### src/rtl/keypad_scan_fifo.sv
// Matrix keypad scanner: walks one-hot column drive, debounces a single key
// press/release per scan FSM, and queues row*COLS+col codes in a small FIFO.
module keypad_scan_fifo #(
  parameter int unsigned ROWS       = 4,
  parameter int unsigned COLS       = 4,
  parameter int unsigned SCAN_DIV   = 16,
  parameter int unsigned DEBOUNCE   = 3,
  parameter int unsigned FIFO_DEPTH = 4,
  localparam int unsigned CW        = $clog2(ROWS * COLS),
  localparam int unsigned NW        = $clog2(FIFO_DEPTH + 1)
) (
  input  logic            clk,
  input  logic            reset,
  input  logic            enable,
  input  logic [ROWS-1:0] row_in,
  output logic [COLS-1:0] col_drive,
  output logic [CW-1:0]   key_code,
  output logic            key_valid,
  input  logic            key_ready,
  output logic [NW-1:0]   fifo_count,
  output logic            key_held,
  output logic            overflow,
  input  logic            clear_overflow
);

  localparam int unsigned DW   = $clog2(SCAN_DIV);
  localparam int unsigned COLW = (COLS > 1) ? $clog2(COLS) : 1;
  localparam int unsigned ROWW = (ROWS > 1) ? $clog2(ROWS) : 1;
  localparam int unsigned SW   = $clog2(DEBOUNCE + 1);
  localparam int unsigned PW   = $clog2(FIFO_DEPTH);

  typedef enum logic [1:0] {IDLE, CAND, HELD} state_e;

  logic [DW-1:0]   div_q, div_d;
  logic [COLW-1:0] col_q, col_d;
  logic [COLS-1:0] col_drive_q, col_drive_d;
  state_e          state_q, state_d;
  logic [COLW-1:0] cand_col_q, cand_col_d;
  logic [ROWW-1:0] cand_row_q, cand_row_d;
  logic [SW-1:0]   cnt_q, cnt_d;
  logic [CW-1:0]   mem_q [FIFO_DEPTH];
  logic [PW-1:0]   rd_q, rd_d, wr_q, wr_d;
  logic [NW-1:0]   count_q, count_d;
  logic            ovf_q, ovf_d;

  logic            run_c, sample_c, push_c, pop_c, full_c, do_push_c, drop_c;
  logic [ROWW-1:0] low_row_c;
  logic [SW-1:0]   cnt_inc_c;
  logic [CW-1:0]   push_code_c;

  // Column walk; the first enabled cycle only starts the drive so column 0 gets a full period.
  always_comb begin
    run_c       = |col_drive_q;
    sample_c    = enable && run_c && (div_q == DW'(SCAN_DIV - 1));
    div_d       = '0;
    col_d       = '0;
    if (enable && run_c) begin
      if (div_q == DW'(SCAN_DIV - 1)) begin
        col_d = (col_q == COLW'(COLS - 1)) ? '0 : col_q + COLW'(1);
      end else begin
        div_d = div_q + DW'(1);
        col_d = col_q;
      end
    end
    col_drive_d = enable ? (COLS'(1) << col_d) : '0;
  end

  always_comb begin
    low_row_c = '0;
    for (int r = int'(ROWS) - 1; r >= 0; r--) begin
      if (row_in[r]) low_row_c = ROWW'(r);
    end
  end

  // Scan FSM; cnt counts stable press samples in CAND and release samples in HELD.
  always_comb begin
    state_d    = state_q;
    cand_col_d = cand_col_q;
    cand_row_d = cand_row_q;
    cnt_d      = cnt_q;
    push_c     = 1'b0;
    cnt_inc_c  = cnt_q + SW'(1);
    if (!enable) begin
      state_d = IDLE;
      cnt_d   = '0;
    end else if (sample_c) begin
      unique case (state_q)
        IDLE: begin
          if (|row_in) begin
            cand_col_d = col_q;
            cand_row_d = low_row_c;
            cnt_d      = SW'(1);
            if (DEBOUNCE == 1) begin
              push_c  = 1'b1;
              state_d = HELD;
              cnt_d   = '0;
            end else begin
              state_d = CAND;
            end
          end
        end
        CAND: begin
          if (col_q == cand_col_q) begin
            if (row_in[cand_row_q]) begin
              cnt_d = cnt_inc_c;
              if (cnt_inc_c == SW'(DEBOUNCE)) begin
                push_c  = 1'b1;
                state_d = HELD;
                cnt_d   = '0;
              end
            end else begin
              state_d = IDLE;
              cnt_d   = '0;
            end
          end
        end
        HELD: begin
          if (col_q == cand_col_q) begin
            if (!row_in[cand_row_q]) begin
              cnt_d = cnt_inc_c;
              if (cnt_inc_c == SW'(DEBOUNCE)) begin
                state_d = IDLE;
                cnt_d   = '0;
              end
            end else begin
              cnt_d = '0;
            end
          end
        end
        default: begin
          state_d = IDLE;
          cnt_d   = '0;
        end
      endcase
    end
    push_code_c = CW'(32'(cand_row_d) * COLS + 32'(cand_col_d));
  end

  // FIFO bookkeeping; a pop in the same cycle frees the slot for a push into a full queue.
  always_comb begin
    pop_c     = (count_q != '0) && key_ready;
    full_c    = (count_q == NW'(FIFO_DEPTH));
    do_push_c = push_c && (!full_c || pop_c);
    drop_c    = push_c && full_c && !pop_c;
    rd_d      = pop_c ? rd_q + PW'(1) : rd_q;
    wr_d      = do_push_c ? wr_q + PW'(1) : wr_q;
    count_d   = count_q + NW'(do_push_c) - NW'(pop_c);
    ovf_d     = drop_c ? 1'b1 : (clear_overflow ? 1'b0 : ovf_q);
  end

  always_ff @(posedge clk or posedge reset) begin
    if (reset) begin
      div_q       <= '0;
      col_q       <= '0;
      col_drive_q <= '0;
      state_q     <= IDLE;
      cand_col_q  <= '0;
      cand_row_q  <= '0;
      cnt_q       <= '0;
      rd_q        <= '0;
      wr_q        <= '0;
      count_q     <= '0;
      ovf_q       <= 1'b0;
      for (int i = 0; i < int'(FIFO_DEPTH); i++) mem_q[i] <= '0;
    end else begin
      div_q       <= div_d;
      col_q       <= col_d;
      col_drive_q <= col_drive_d;
      state_q     <= state_d;
      cand_col_q  <= cand_col_d;
      cand_row_q  <= cand_row_d;
      cnt_q       <= cnt_d;
      rd_q        <= rd_d;
      wr_q        <= wr_d;
      count_q     <= count_d;
      ovf_q       <= ovf_d;
      if (do_push_c) mem_q[wr_q] <= push_code_c;
    end
  end

  assign col_drive  = col_drive_q;
  assign key_code   = mem_q[rd_q];
  assign key_valid  = (count_q != '0);
  assign fifo_count = count_q;
  assign key_held   = (state_q == HELD);
  assign overflow   = ovf_q;

endmodule

### config.mk
export PLATFORM = sky130hd
export DESIGN_NAME = keypad_scan_fifo
export DESIGN_NICKNAME = d
export VERILOG_FILES = /design/src/rtl/keypad_scan_fifo.sv
export SDC_FILE = /design/constraint.sdc
export NUM_CORES = 1
export LEC_CHECK = 0
export CORE_ASPECT_RATIO = 0.7
export CORE_UTILIZATION = 61
export DETAILED_ROUTE_END_ITERATION = 16
export GPL_TIMING_DRIVEN = 0
export PLACE_DENSITY_LB_ADDON = 0.12
export SKIP_CTS_REPAIR_TIMING = 1
export SYNTH_ARGS = -nofsm -noshare
export SYNTH_HDL_FRONTEND = slang
export SYNTH_SLANG_ARGS = --single-unit
### constraint.sdc
create_clock -name clk -period 5.3 [get_ports clk]
set_input_delay 0.795 -clock clk [delete_from_list [all_inputs] [get_ports clk]]
set_output_delay 0.795 -clock clk [all_outputs]
set_load 0.01 [all_outputs]
### After elaboration in Yosys (flattened, before gate mapping)

Index checks and enable logic that the tools add are counted.

| storage, ports and cells | value |
|---|---|
| flip-flop bits (word level) | 42 |
| bits of input ports | 9 |
| output and inout port bits | 14 |

| cells by class | value |
|---|---|
| equality and inequality tests | 14 |
| order comparisons | 4 |
| reduce and logical (&&, ||, !) cells | 17 |
| muxes and demuxes | 52 |
| shift operators | 1 |
| bitwise operators | 2 |
| $add $sub $neg | 8 |

Operators by type and width:

| kind | number |
|---|---|
| $mux 2 | 31 |
| $mux 4 | 6 |
| $bwmux 16 | 1 |
| $pmux 2 s3 | 2 |
| $mux 1 | 9 |
| $ne 3x3->1 const B | 3 |
| $add 2x1->2 const B | 4 |
| $bmux 4 s2 | 1 |
| $demux 4 s2 | 1 |
| $reduce_or 4->1 | 2 |
| $logic_and 1x1->1 | 7 |
| $reduce_and 7->1 | 1 |
| $eq 2x2->1 const B | 3 |
| $ge 3x3->1 const B | 2 |
| $ne 3x2->1 const B | 2 |
| $not 2->3 | 2 |
| $add 4x1->4 const B | 1 |
| $add 4x2->4 | 1 |
| $eq 4x4->1 const B | 1 |
| $ne 4x4->1 const B | 1 |
| $reduce_and 4->1 | 1 |
| $shl 1x2->4 const A | 1 |
| $add 3x1->3 | 1 |
| $eq 3x3->1 const B | 1 |
| other kinds (12) | 13 |

### Logic depth before layout (Yosys ltp)

| depth | value |
|---|---|
| depth after elaboration | 11 |
| gate-level depth with buffers | 11 |
| mapped depth without buffers | 11 |

### Worst setup path after synthesis

No wires, ideal clock.

| timing path | value |
|---|---|
| path kind | input -> register |
| start point | in row_in[3] |
| end point | reg count_q[2], in the netlist fifo_count[2] |
| buffers on the path | 0 |
| path slack | 2512 ps |
| data arrival time | 2659 ps |
| data required time | 5171 ps |
| stages on the path | 11 |
| library setup time | 129 ps |
| path through | mux4_2 inv_1 nor3_1 nand4_1 ha_1 inv_1 ha_1 inv_1 fa_1 xnor2_1 xnor2_1 |

| on the way | value |
|---|---|
| longest elaborated chain between the ends | 10 |

Ends and longest elaborated chain:

| element | line | source |
|---|---|---|
| from (decl) | 15 | `input logic [ROWS-1:0] row_in,` |
| $bmux 1 s2 | 104 | `if (row_in[cand_row_q]) begin` |
| $mux 1 (implied by the code) | 104 |  |
| $mux 1 | 104 |  |
| $mux 1 | 103 | `if (col_q == cand_col_q) begin` |
| $mux 1 | 87 | `unique case (state_q)` |
| $mux 1 | 86 | `end else if (sample_c) begin` |
| $mux 1 | 83 | `if (!enable) begin` |
| $logic_and 1x1->1 | 143 | `do_push_c = push_c && (!full_c \|\| pop_c);` |
| $add 3x1->3 | 147 | `count_d = count_q + NW'(do_push_c) - NW'(pop_c);` |
| $sub 3x1->3 | 147 |  |
| named net count_d[2] | 43 | `logic [NW-1:0] count_q, count_d;` |
| to (signal assigned) | 175 | `count_q <= count_d;` |
| to (decl) | 43 |  |

The timed path passes the listed nets, and every way through them passes these cells. The select of a mux whose other input is x is not followed.
A chain may end at the register's enable or synchronous reset.

### Final worst setup path

Ends and elaborated chain as after synthesis.

==> run_results.csv <==
group,metric,value,unit
synth,synth_edf_count,0,
place,portBuffers,22,
global_routing,antenna_found_initial,0,
critical_path,worstPathRequired,5.53,ns
critical_path,rr_worst_depth,11,
sta,slew_violations,0,
floorplan,die_w,74.6,um
worst_hold_path,hold_path_startpoint,"div_q[0]",
global_routing,grt_pass1_wl,7520,um
sta,rsz0062_at_grt,"false",
critical_path,critPathKind,"in2reg",
job,maxCapViolations,0,
route,routedWlPerCell,17.2,um
synth,synth_common_cells,"dfrtp_1 (42), mux2_2 (18), nand2_1 (12), inv_1 (11)",
clock_network,cts_buffer_depth,2,
clock_network,cts_root_buf,"clkbuf_8",
critical_path,ff2ff_setup_slack,2.65,ns
global_routing,grt_start_max_net_pins,43,
synth,avgSynthCellArea,12.8,sq um
synth,synth-seq-cells,42,
route,via_count,1515,
place,place.gp.congestion,0.850,
critical_path,end_kind,"flip-flop",
global_routing,grt.overflow.total,0,
global_routing,grt_usage,0.269,
sta,tns,0,ns
sta,max-slew-margin-rel,0.426,
critical_path,path_max_fanout,8,
run_status,status,"completed",
sta,fmax,316,MHz
cells_and_area,layout.nets,223,
cells_and_area,fin_cells,256,
floorplan,io_pins,23,
critical_path,cp-start-kind,"primary input",
clock_network,clkSlewWorstSetupHoldPaths,0.08,ns
sta,finalCritPeriodShare,0.596,
route,first_pass_iters,4,
place,post-dp-hpwl,3200,um
critical_path,crit_end,"fifo_count[2]",
clock_network,cts_sinks,42,
synth,syn_inst,176,
synth,ys_types,47,
synth,syn_area,2250,sq um
route,antenna_left,0,
sta,min_period,3.16,ns
floorplan,initial_utilization,0.640,
critical_path,arrival,3.39,ns
clock_network,numCtsBuffers,5,
critical_path,r2r_end,"fifo_count[2]",
clock_network,clk_latency,0.30,ns
critical_path,regToRegStartpoint,"col_q[1]",
pwr,total_leakage_power,1.24,nW
synth,synth_top_cell_by_area,"dfrtp_1",
synth,synth_top_area_frac,0.467,
critical_path,crit_path_start,"row_in[3]",
synth,yosys_warnings,0,
synth,ys.flop_type,"dfrtp_1",
cells_and_area,drive_gt1_frac,0.248,
worst_hold_path,hold_class,"reg2reg",
synth,yosysSeqAreaShare,0.467,
clock_network,cts.htree.levels,2,
synth,syn_nets,194,
clock_network,tritoncts,"done",
cells_and_area,antennaDiodeCount,0,
route,drtIter0Drc,116,
sta,tightestPinTransition,0.860,ns
pwr,vdd_drop_max,0.182,mV
floorplan,die_area,3940,sq um
route,routed_wirelength,4400,um
place,place_inst,248,
synth,synthMostInstantiatedCell,"dfrtp_1",
route,drc,0,
floorplan,floorplan.rows,18,
route,viasPerCell,5.92,
synth,async_flop_share,1.00,
floorplan,coreArea,3510,sq um
global_routing,grt_pass1_vias,1543,
synth,ys_top_cells_by_area,"dfrtp_1 (47%), mux2_2 (9.0%), mux4_2 (5.0%)",
sta,skew,0.00382,ns
cells_and_area,nFillCells,237,
pwr,power_density,248,nW/um^2
sta,setup_viol,0,
floorplan,dieHeight,52.8,um
cells_and_area,area_growth,18.9,%
sta,final_hold_viol_count,0,
## routing by layer
metal / track usage / share of wire / vias up
met3: 0.0750 / 0.031 / 6
li1: - / - / 691
met1: 0.369 / 0.48 / 782
met5: 0 / 0 / -
met2: 0.420 / 0.48 / 36
met4: 0.0692 / 0.012 / 0
## cell type report
class                           instances  area, sq um  share of cell area
Sequential cell                        42         1050               0.393
Timing Repair Buffer                   22          220              0.0823
Tap cell                               50         62.6              0.0234
Clock buffer                            6         82.6              0.0309
Inverter                               11         41.3              0.0154
Buffer                                  5         28.8              0.0108
Multi-Input combinational cell        118         1130               0.422
Clock inverter                          2         60.1              0.0225
## cell usage in the layout (no fill, tap or decap), drive strengths merged, types with 7 or more instances in the layout
cell / count
dfrtp: 42
xnor2: 7
inv: 11
mux2: 20
nand2: 12
clkdlybuf4s50: 22
nor4: 8
ha: 8
nor2: 8
clkbuf: 9
## worst max-delay path: stages
cell,delay (ns)
clkdlybuf4s50_1,0.47
mux4_2,0.62
inv_1,0.14
nor3_1,0.06
nand4_1,0.13
ha_1,0.23
inv_1,0.05
ha_1,0.13
inv_1,0.05
fa_1,0.37
xnor2_1,0.19
xnor2_1,0.13
## worst min-delay path by stage
stage	end	slack, ns	depth (start not counted)
2_1_floorplan	div_q[0]	0.43	1
3_3_place_gp	div_q[0]	0.44	1
3_5_place_dp	div_q[0]	0.46	1
4_1_cts	div_q[0]	0.47	1
5_1_grt	div_q[0]	0.50	1
6_report	div_q[0]	0.47	1
## through the flow
stage / worst slack (ns) / util / hold WS, ns / area (sq um) / total power [mW]
floorplan: 2.51 / - / 0.430 / 2250 / 0.343
global placement: 1.92 / 0.721 / 0.440 / 2530 / 0.354
detailed placement: 1.82 / 0.721 / 0.463 / 2530 / 0.356
CTS: 2.13 / 0.761 / 0.474 / 2680 / 0.665
global route: 1.96 / 0.761 / 0.503 / 2680 / 0.682
finish: 2.14 / 0.761 / 0.467 / 2680 / 0.663
## sequential cells by signal, summed over array words and instances (netlist names)
signal      flops
wr_q            2
overflow        1
col_q           2
fifo_count      3
cnt_q           2
cand_col_q      2
mem_q          16
col_drive       4
rd_q            2
div_q           4
state_q         2
cand_row_q      2
## logic make-up (layout without fill, tap and decap cells)
group | count (synthesis) | count (layout) | synth area share
XOR/XNOR | 9 | 9 | 0.0350
AND/OR/NAND/NOR | 59 | 59 | 0.191
AO/OA/AOI/OAI | 12 | 12 | 0.0512
flip-flops | 42 | 42 | 0.467
multiplexers | 29 | 29 | 0.171
adder cells (fa/ha/maj) | 9 | 9 | 0.0534
buffers and inverters | 16 | 46 | 0.0311
## power breakdown
part           total [mW]  internal [mW]  switching, mW  leakage, nW
Sequential          0.322          0.321        0.00101        0.573
Clock               0.314          0.201          0.113       0.0714
Combinational      0.0266         0.0101         0.0165        0.594
Note: power is estimated with default switching activity, not from simulation.
